[src/rtl/seg_display_pkg.sv]
// rtl/seg_display_pkg.sv - shared constants, state type and helpers for the seven-segment decoder
package seg_display_pkg;

    localparam int SEG_W  = 7;
    localparam int PROD_W = 7;
    localparam int DIG_W  = 4;

    // Segment order gfedcba, active-high
    localparam logic [SEG_W-1:0] SEG_0     = 7'h3F;
    localparam logic [SEG_W-1:0] SEG_1     = 7'h06;
    localparam logic [SEG_W-1:0] SEG_2     = 7'h5B;
    localparam logic [SEG_W-1:0] SEG_3     = 7'h4F;
    localparam logic [SEG_W-1:0] SEG_4     = 7'h66;
    localparam logic [SEG_W-1:0] SEG_5     = 7'h6D;
    localparam logic [SEG_W-1:0] SEG_6     = 7'h7D;
    localparam logic [SEG_W-1:0] SEG_7     = 7'h07;
    localparam logic [SEG_W-1:0] SEG_8     = 7'h7F;
    localparam logic [SEG_W-1:0] SEG_9     = 7'h6F;
    localparam logic [SEG_W-1:0] SEG_BLANK = 7'h00;

    typedef enum logic {
        ST_HUNT     = 1'b0,
        ST_GOT_TENS = 1'b1
    } state_t;

    // Largest result is 99, which still fits PROD_W bits
    function automatic logic [PROD_W-1:0] combine_digits(input logic [DIG_W-1:0] tens,
                                                         input logic [DIG_W-1:0] units);
        logic [PROD_W-1:0] t;
        logic [PROD_W-1:0] u;
        t = {3'b000, tens};
        u = {3'b000, units};
        return (t * 7'd10) + u;
    endfunction

endpackage

[src/rtl/seg_display_decoder_decode.sv]
// rtl/seg_display_decoder_decode.sv - combinational segment-pattern to digit decoder
module seg_digit_decode
    import seg_display_pkg::*;
(
    input  logic [SEG_W-1:0] i_pattern,
    output logic [DIG_W-1:0] o_digit,
    output logic             o_legal,
    output logic             o_blank
);

    // Blank reports digit 0 with o_legal low; the caller decides where blank is allowed
    always_comb begin
        o_digit = '0;
        o_legal = 1'b1;
        o_blank = 1'b0;
        case (i_pattern)
            SEG_0:     o_digit = 4'd0;
            SEG_1:     o_digit = 4'd1;
            SEG_2:     o_digit = 4'd2;
            SEG_3:     o_digit = 4'd3;
            SEG_4:     o_digit = 4'd4;
            SEG_5:     o_digit = 4'd5;
            SEG_6:     o_digit = 4'd6;
            SEG_7:     o_digit = 4'd7;
            SEG_8:     o_digit = 4'd8;
            SEG_9:     o_digit = 4'd9;
            SEG_BLANK: begin
                o_legal = 1'b0;
                o_blank = 1'b1;
            end
            default:   o_legal = 1'b0;
        endcase
    end

endmodule

[src/rtl/seg_display_decoder.sv]
// rtl/seg_display_decoder.sv - debounces a multiplexed two-digit display and reports tens*10+units
module seg_display_decoder
    import seg_display_pkg::*;
#(
    parameter int STABLE_CYCLES = 2,
    parameter int MAX_VALUE     = 49
) (
    input  logic              clk,
    input  logic              reset,
    input  logic [SEG_W-1:0]  i_segments,
    input  logic              i_lsb_digit,
    output logic [PROD_W-1:0] o_product,
    output logic              o_valid,
    output logic              o_error
);

    localparam logic [3:0] STABLE_CNT = 4'(STABLE_CYCLES);
    localparam logic [7:0] MAX_CMP    = 8'(MAX_VALUE);

    logic [7:0]        r_sample;
    logic [7:0]        r_prev;
    logic              r_loaded;
    logic              r_prev_ok;
    logic [3:0]        r_cnt;
    logic [3:0]        w_cnt_next;
    logic              w_first;
    logic              w_accept;

    state_t            r_state;
    state_t            w_state_next;
    logic [DIG_W-1:0]  r_tens;
    logic [DIG_W-1:0]  w_tens_next;
    logic [PROD_W-1:0] r_product;
    logic [PROD_W-1:0] w_product_next;
    logic              r_valid;
    logic              w_valid_next;
    logic              r_error;
    logic              w_error_next;

    logic [DIG_W-1:0]  w_digit;
    logic              w_legal;
    logic              w_blank;
    logic [PROD_W-1:0] w_value;

    // r_loaded/r_prev_ok keep the reset contents of the sample registers from counting as a real run
    always_ff @(posedge clk) begin
        if (!reset) begin
            r_sample  <= '0;
            r_prev    <= '0;
            r_loaded  <= 1'b0;
            r_prev_ok <= 1'b0;
            r_cnt     <= '0;
        end else begin
            r_sample  <= {i_lsb_digit, i_segments};
            r_prev    <= r_sample;
            r_loaded  <= 1'b1;
            r_prev_ok <= r_loaded;
            r_cnt     <= w_cnt_next;
        end
    end

    // Counter holds the length of the current run of identical samples
    always_comb begin
        w_first = !r_prev_ok || (r_sample != r_prev);
        if (!r_loaded) begin
            w_cnt_next = '0;
        end else if (w_first) begin
            w_cnt_next = 4'd1;
        end else if (r_cnt >= STABLE_CNT) begin
            w_cnt_next = STABLE_CNT;
        end else begin
            w_cnt_next = r_cnt + 4'd1;
        end
        w_accept = r_loaded && (w_cnt_next == STABLE_CNT) && (w_first || (r_cnt != STABLE_CNT));
    end

    seg_digit_decode u_decode (
        .i_pattern (r_sample[SEG_W-1:0]),
        .o_digit   (w_digit),
        .o_legal   (w_legal),
        .o_blank   (w_blank)
    );

    assign w_value = combine_digits(r_tens, w_digit);

    always_comb begin
        w_state_next   = r_state;
        w_tens_next    = r_tens;
        w_product_next = r_product;
        w_valid_next   = 1'b0;
        w_error_next   = 1'b0;
        if (w_accept) begin
            if (!r_sample[7]) begin
                if (w_legal || w_blank) begin
                    w_tens_next  = w_digit;
                    w_state_next = ST_GOT_TENS;
                end else begin
                    w_error_next = 1'b1;
                    w_state_next = ST_HUNT;
                end
            end else if (r_state == ST_GOT_TENS) begin
                w_state_next = ST_HUNT;
                if (!w_legal || ({1'b0, w_value} > MAX_CMP)) begin
                    w_error_next = 1'b1;
                end else begin
                    w_product_next = w_value;
                    w_valid_next   = 1'b1;
                end
            end
        end
    end

    always_ff @(posedge clk) begin
        if (!reset) begin
            r_state   <= ST_HUNT;
            r_tens    <= '0;
            r_product <= '0;
            r_valid   <= 1'b0;
            r_error   <= 1'b0;
        end else begin
            r_state   <= w_state_next;
            r_tens    <= w_tens_next;
            r_product <= w_product_next;
            r_valid   <= w_valid_next;
            r_error   <= w_error_next;
        end
    end

    assign o_product = r_product;
    assign o_valid   = r_valid;
    assign o_error   = r_error;

endmodule

[config.mk]
export PLATFORM = sky130hd
export DESIGN_NAME = seg_display_decoder
export DESIGN_NICKNAME = d
export VERILOG_FILES = /design/src/rtl/seg_display_pkg.sv /design/src/rtl/seg_display_decoder_decode.sv /design/src/rtl/seg_display_decoder.sv
export SDC_FILE = /design/constraint.sdc
export NUM_CORES = 1
export LEC_CHECK = 0
export CORE_MARGIN = 1
export CORE_UTILIZATION = 27
export DETAILED_ROUTE_END_ITERATION = 12
export PLACE_DENSITY = 0.44
export SYNTH_ARGS = -nofsm -noshare
export SYNTH_HDL_FRONTEND = slang
export SYNTH_SLANG_ARGS = --single-unit
export TNS_END_PERCENT = 30
[constraint.sdc]
create_clock -name clk -period 7 [get_ports clk]
set_clock_uncertainty 0.2 [all_clocks]
set_input_delay 1.4 -clock clk [delete_from_list [all_inputs] [get_ports clk]]
set_output_delay 1.4 -clock clk [all_outputs]
set_load 0.005 [all_outputs]
==> summary.md <==
| Metric | Value |
|---|---|
| Final GP Congestion | `0.7300` |
| Fin Hold WS | `0.2349 ns` |
| Pins Over Slew Limit | `0` |
| Cell count after synthesis | `186` |
| Comb pwr share | `0.059` |
| Total Wirelength | `3318 um` |
| Top cells by count, synth | `36 x dfxtp_1, 23 x nand2_1, 16 x and2_1, 9 x mux2i_1, 8 x xor2_1` |
| Initial core utilization | `0.2833` |
| Post-layout minimum cycle time | `3.713 ns` |
| Final HPWL DP | `2366 um` |
| Syn-to-layout area delta | `16.44%` |
| Flop pwr share | `0.559` |
| DIE WIDTH | `84.09 um` |
| Layout fillers | `666` |
| Worst VDD drop | `77.49 uV` |
| Post_cts resized | `0` |
| DRC Markers | `2` |
| Post-synthesis net count | `205` |
| DIE AREA | `0.007070 mm^2` |
| CTS tree | `yes` |
| Detailed-router iteration count before antenna repair | `8` |
| Crit start category | `register` |
| CTS max path bufs | `2` |
| Clock sink total | `36` |
| H-tree levels | `2` |
| Antenna cells | `0` |
| Number of synthesized flops with an enable pin | `0` |
| Number of global-route vias before repair | `1,263` |
| Worst EP required | `7.01 ns` |
| Average cell area after synthesis | `9.781 um^2` |
| PwrDens | `183.9 mW/mm^2` |
| Sw Ratio | `0.2254` |
| Design area | `0.002118 mm^2` |
| Sw Pwr | `87.84 uW` |
| Synth top area share | `0.3961` |
| Fraction of registers with async set or reset after synthesis | `0` |
| Critical setup path kind | `register to register` |
| Clock power share | `0.383` |
| # nets final | `221` |
| Netlist cell types | `51` |
| Netlist Area Pre-Place | `0.001819 mm^2` |
| Wirelength per Cell | `11.85 um` |
| Setup crit end kind | `register` |
| Total CTS buffers | `5` |
| Largest net degree at the start of global routing | `38` |
| RSZ-0062 raised after global routing | `false` |
| First-pass GRT wire length | `6065 um` |
| CTS Hold Buffers Added | `0` |
| WP data arrival | `3.72 ns` |
| Fin Setup TNS | `0 ns` |
| Critical Path Fanout Max | `10` |
| Worst-skew pair later-pin latency | `0.28 ns` |
| Finish-stage setup viols | `0` |
| Rows | `29` |
| Yosys top cell by area | `dfxtp_1` |
| Synth warn | `0` |
| Vias/cell | `4.625` |
| Share of cells above drive strength 1 | `0.09360` |
| Placed Area | `0.002026 mm^2` |
| Sequential element share of the synthesized area | `0.3961` |
| LEAKAGE | `0.8564 nW` |
| Period utilization | `0.5305` |
| Slew of the pin with the lowest slew margin | `0.5332 ns` |
| Top post-synthesis cells by area | `dfxtp_1 40%, and2_1 5.5%, mux2i_1 5.0%` |
| CTS clk-pin slew, worst paths | `0.07 ns` |
| Hold/Removal Path Class | `register to register` |
| Total congestion overflow | `0` |
| Die Ht | `84.09 um` |
| Violated checks | `design-rule violations` |
| Rel. slew slack | `0.6412` |
| Top Ports | `19` |
| Starting DRT DRC Count | `20` |
| Fmax | `0.2693 GHz` |
| Via count | `1,295` |
| P_int | `301.8 uW` |
| Antenna violations before repair | `0` |
| Final ANT Viol Nets | `0` |
| Fin. Hold Viols | `0` |
| GRT Total Usage | `0.1107` |
| Post-synth top flop | `dfxtp_1` |
| DP Worst Slack | `3.303 ns` |
| Count leader, synth | `dfxtp_1` |
| Synth Register Bits | `36` |
| Status | `finished, violations left` |
| Max-cap violation count | `0` |
| Post-CTS setup buffers | `0` |
| CTS root buf | `clkbuf_8` |
| Fin worst setup slack | `3.287 ns` |
| Port bufs | `18` |
| Core box area | `0.006422 mm^2` |
==> stage by stage <==
step                cells    util  power [mW]
floorplan             186       -      0.2382
global placement      272  0.3154      0.2461
detailed placement    272  0.3154      0.2456
CTS                   280  0.3298      0.3983
global route          280  0.3298      0.4131
finish                280  0.3298      0.3896
==> logic make-up (layout without fill, tap and decap cells) <==
kind of cell | Yosys count | count (layout) | synth area share
adder cells (fa/ha/maj) | 10 | 10 | 0.07565
flip-flops | 36 | 36 | 0.3961
AND/OR/NAND/NOR | 82 | 82 | 0.2662
other | 1 | 1 | 0.002061
AO/OA/AOI/OAI | 23 | 23 | 0.1011
buffers and inverters | 12 | 29 | 0.04677
multiplexers | 9 | 9 | 0.04952
XOR/XNOR | 13 | 13 | 0.06259
==> state kept, by name (all words and copies together), names as in the netlist, 4 cells and up <==
| register | flops |
|---|---|
| r_tens | 4 |
| o_product | 7 |
| r_cnt | 4 |
| r_prev | 8 |
| r_sample | 8 |
==> metal layers <==
| layer | vias to the layer above | global-route usage | wire (um) |
|---|---|---|---|
| li1 | 679 | - | - |
| met1 | 586 | 0.1428 | 1742 |
| met2 | 24 | 0.1692 | 1370 |
| met3 | 6 | 0.03561 | 145 |
| met4 | 0 | 0.04702 | 59 |
| met5 | - | 0 | 0 |
==> layout make-up <==
class | count | area (um^2) | area share
Clock buffer | 6 | 82.58 | 0.03898
Tap cell | 77 | 96.34 | 0.04548
Timing Repair Buffer | 19 | 187.7 | 0.08860
Clock inverter | 2 | 10.01 | 0.004725
Multi-Input combinational cell | 138 | 1013 | 0.4784
Sequential cell | 36 | 720.7 | 0.3402
Inverter | 2 | 7.507 | 0.003544
==> power by group through the flow <==
stage / clock (mW) / sequential (mW) / combinational [mW]
3_5_place_dp: 0 / 0.222 / 0.0231
3_3_place_gp: 0 / 0.223 / 0.0235
6_report: 0.149 / 0.218 / 0.0229
2_1_floorplan: 0 / 0.218 / 0.0204
4_1_cts: 0.157 / 0.218 / 0.0232
5_1_grt: 0.168 / 0.219 / 0.0263
==> path summary, 6_finish.rpt <==
path / startpoint / end / slack, ns / depth (start not counted)
setup / recovery: r_sample[5] / o_product[1] / 3.29 / 11
hold / removal: o_product[6] / o_product[6] / 0.23 / 2
setup reg to reg: r_sample[5] / o_product[1] / 3.29 / 11
hold reg to reg: o_product[6] / o_product[6] / 0.23 / 2
==> critical path, stage by stage (launching register included) <==
cell and delay [ns]:
dfxtp_1 0.51, nand2_1 0.19, nor3b_1 0.24, o21ai_0 0.09, a21boi_0 0.41, ha_1 0.32
a21o_1 0.19, maj3_1 0.39, xor2_1 0.18, o311a_4 0.16, nor4_4 0.51, mux2i_1 0.25
==> placed cells by master (no fill, tap or decap), types with 2 or more instances in the layout <==
| master | synthesis | layout |
|---|---|---|
| nor3_1 | 3 | 3 |
| xor2_1 | 8 | 8 |
| nand2b_1 | 3 | 3 |
| and2_1 | 16 | 16 |
| nand4_1 | 2 | 2 |
| inv_1 | 2 | 2 |
| nand3_1 | 2 | 2 |
| mux2i_1 | 9 | 9 |
| a21boi_0 | 2 | 2 |
| o21ai_0 | 6 | 6 |
| xnor2_1 | 5 | 5 |
| clkdlybuf4s50_1 | 0 | 18 |
| ha_1 | 7 | 7 |
| clkinv_2 | 0 | 2 |
| and3_2 | 2 | 2 |
| or4_1 | 2 | 2 |
| fa_1 | 2 | 2 |
| nor2b_1 | 7 | 7 |
| nor4_1 | 5 | 5 |
| nor2_1 | 7 | 7 |
| nand2_1 | 23 | 23 |
| clkbuf_8 | 0 | 6 |
| dfxtp_1 | 36 | 36 |
Power figures use the tool's default switching activity.
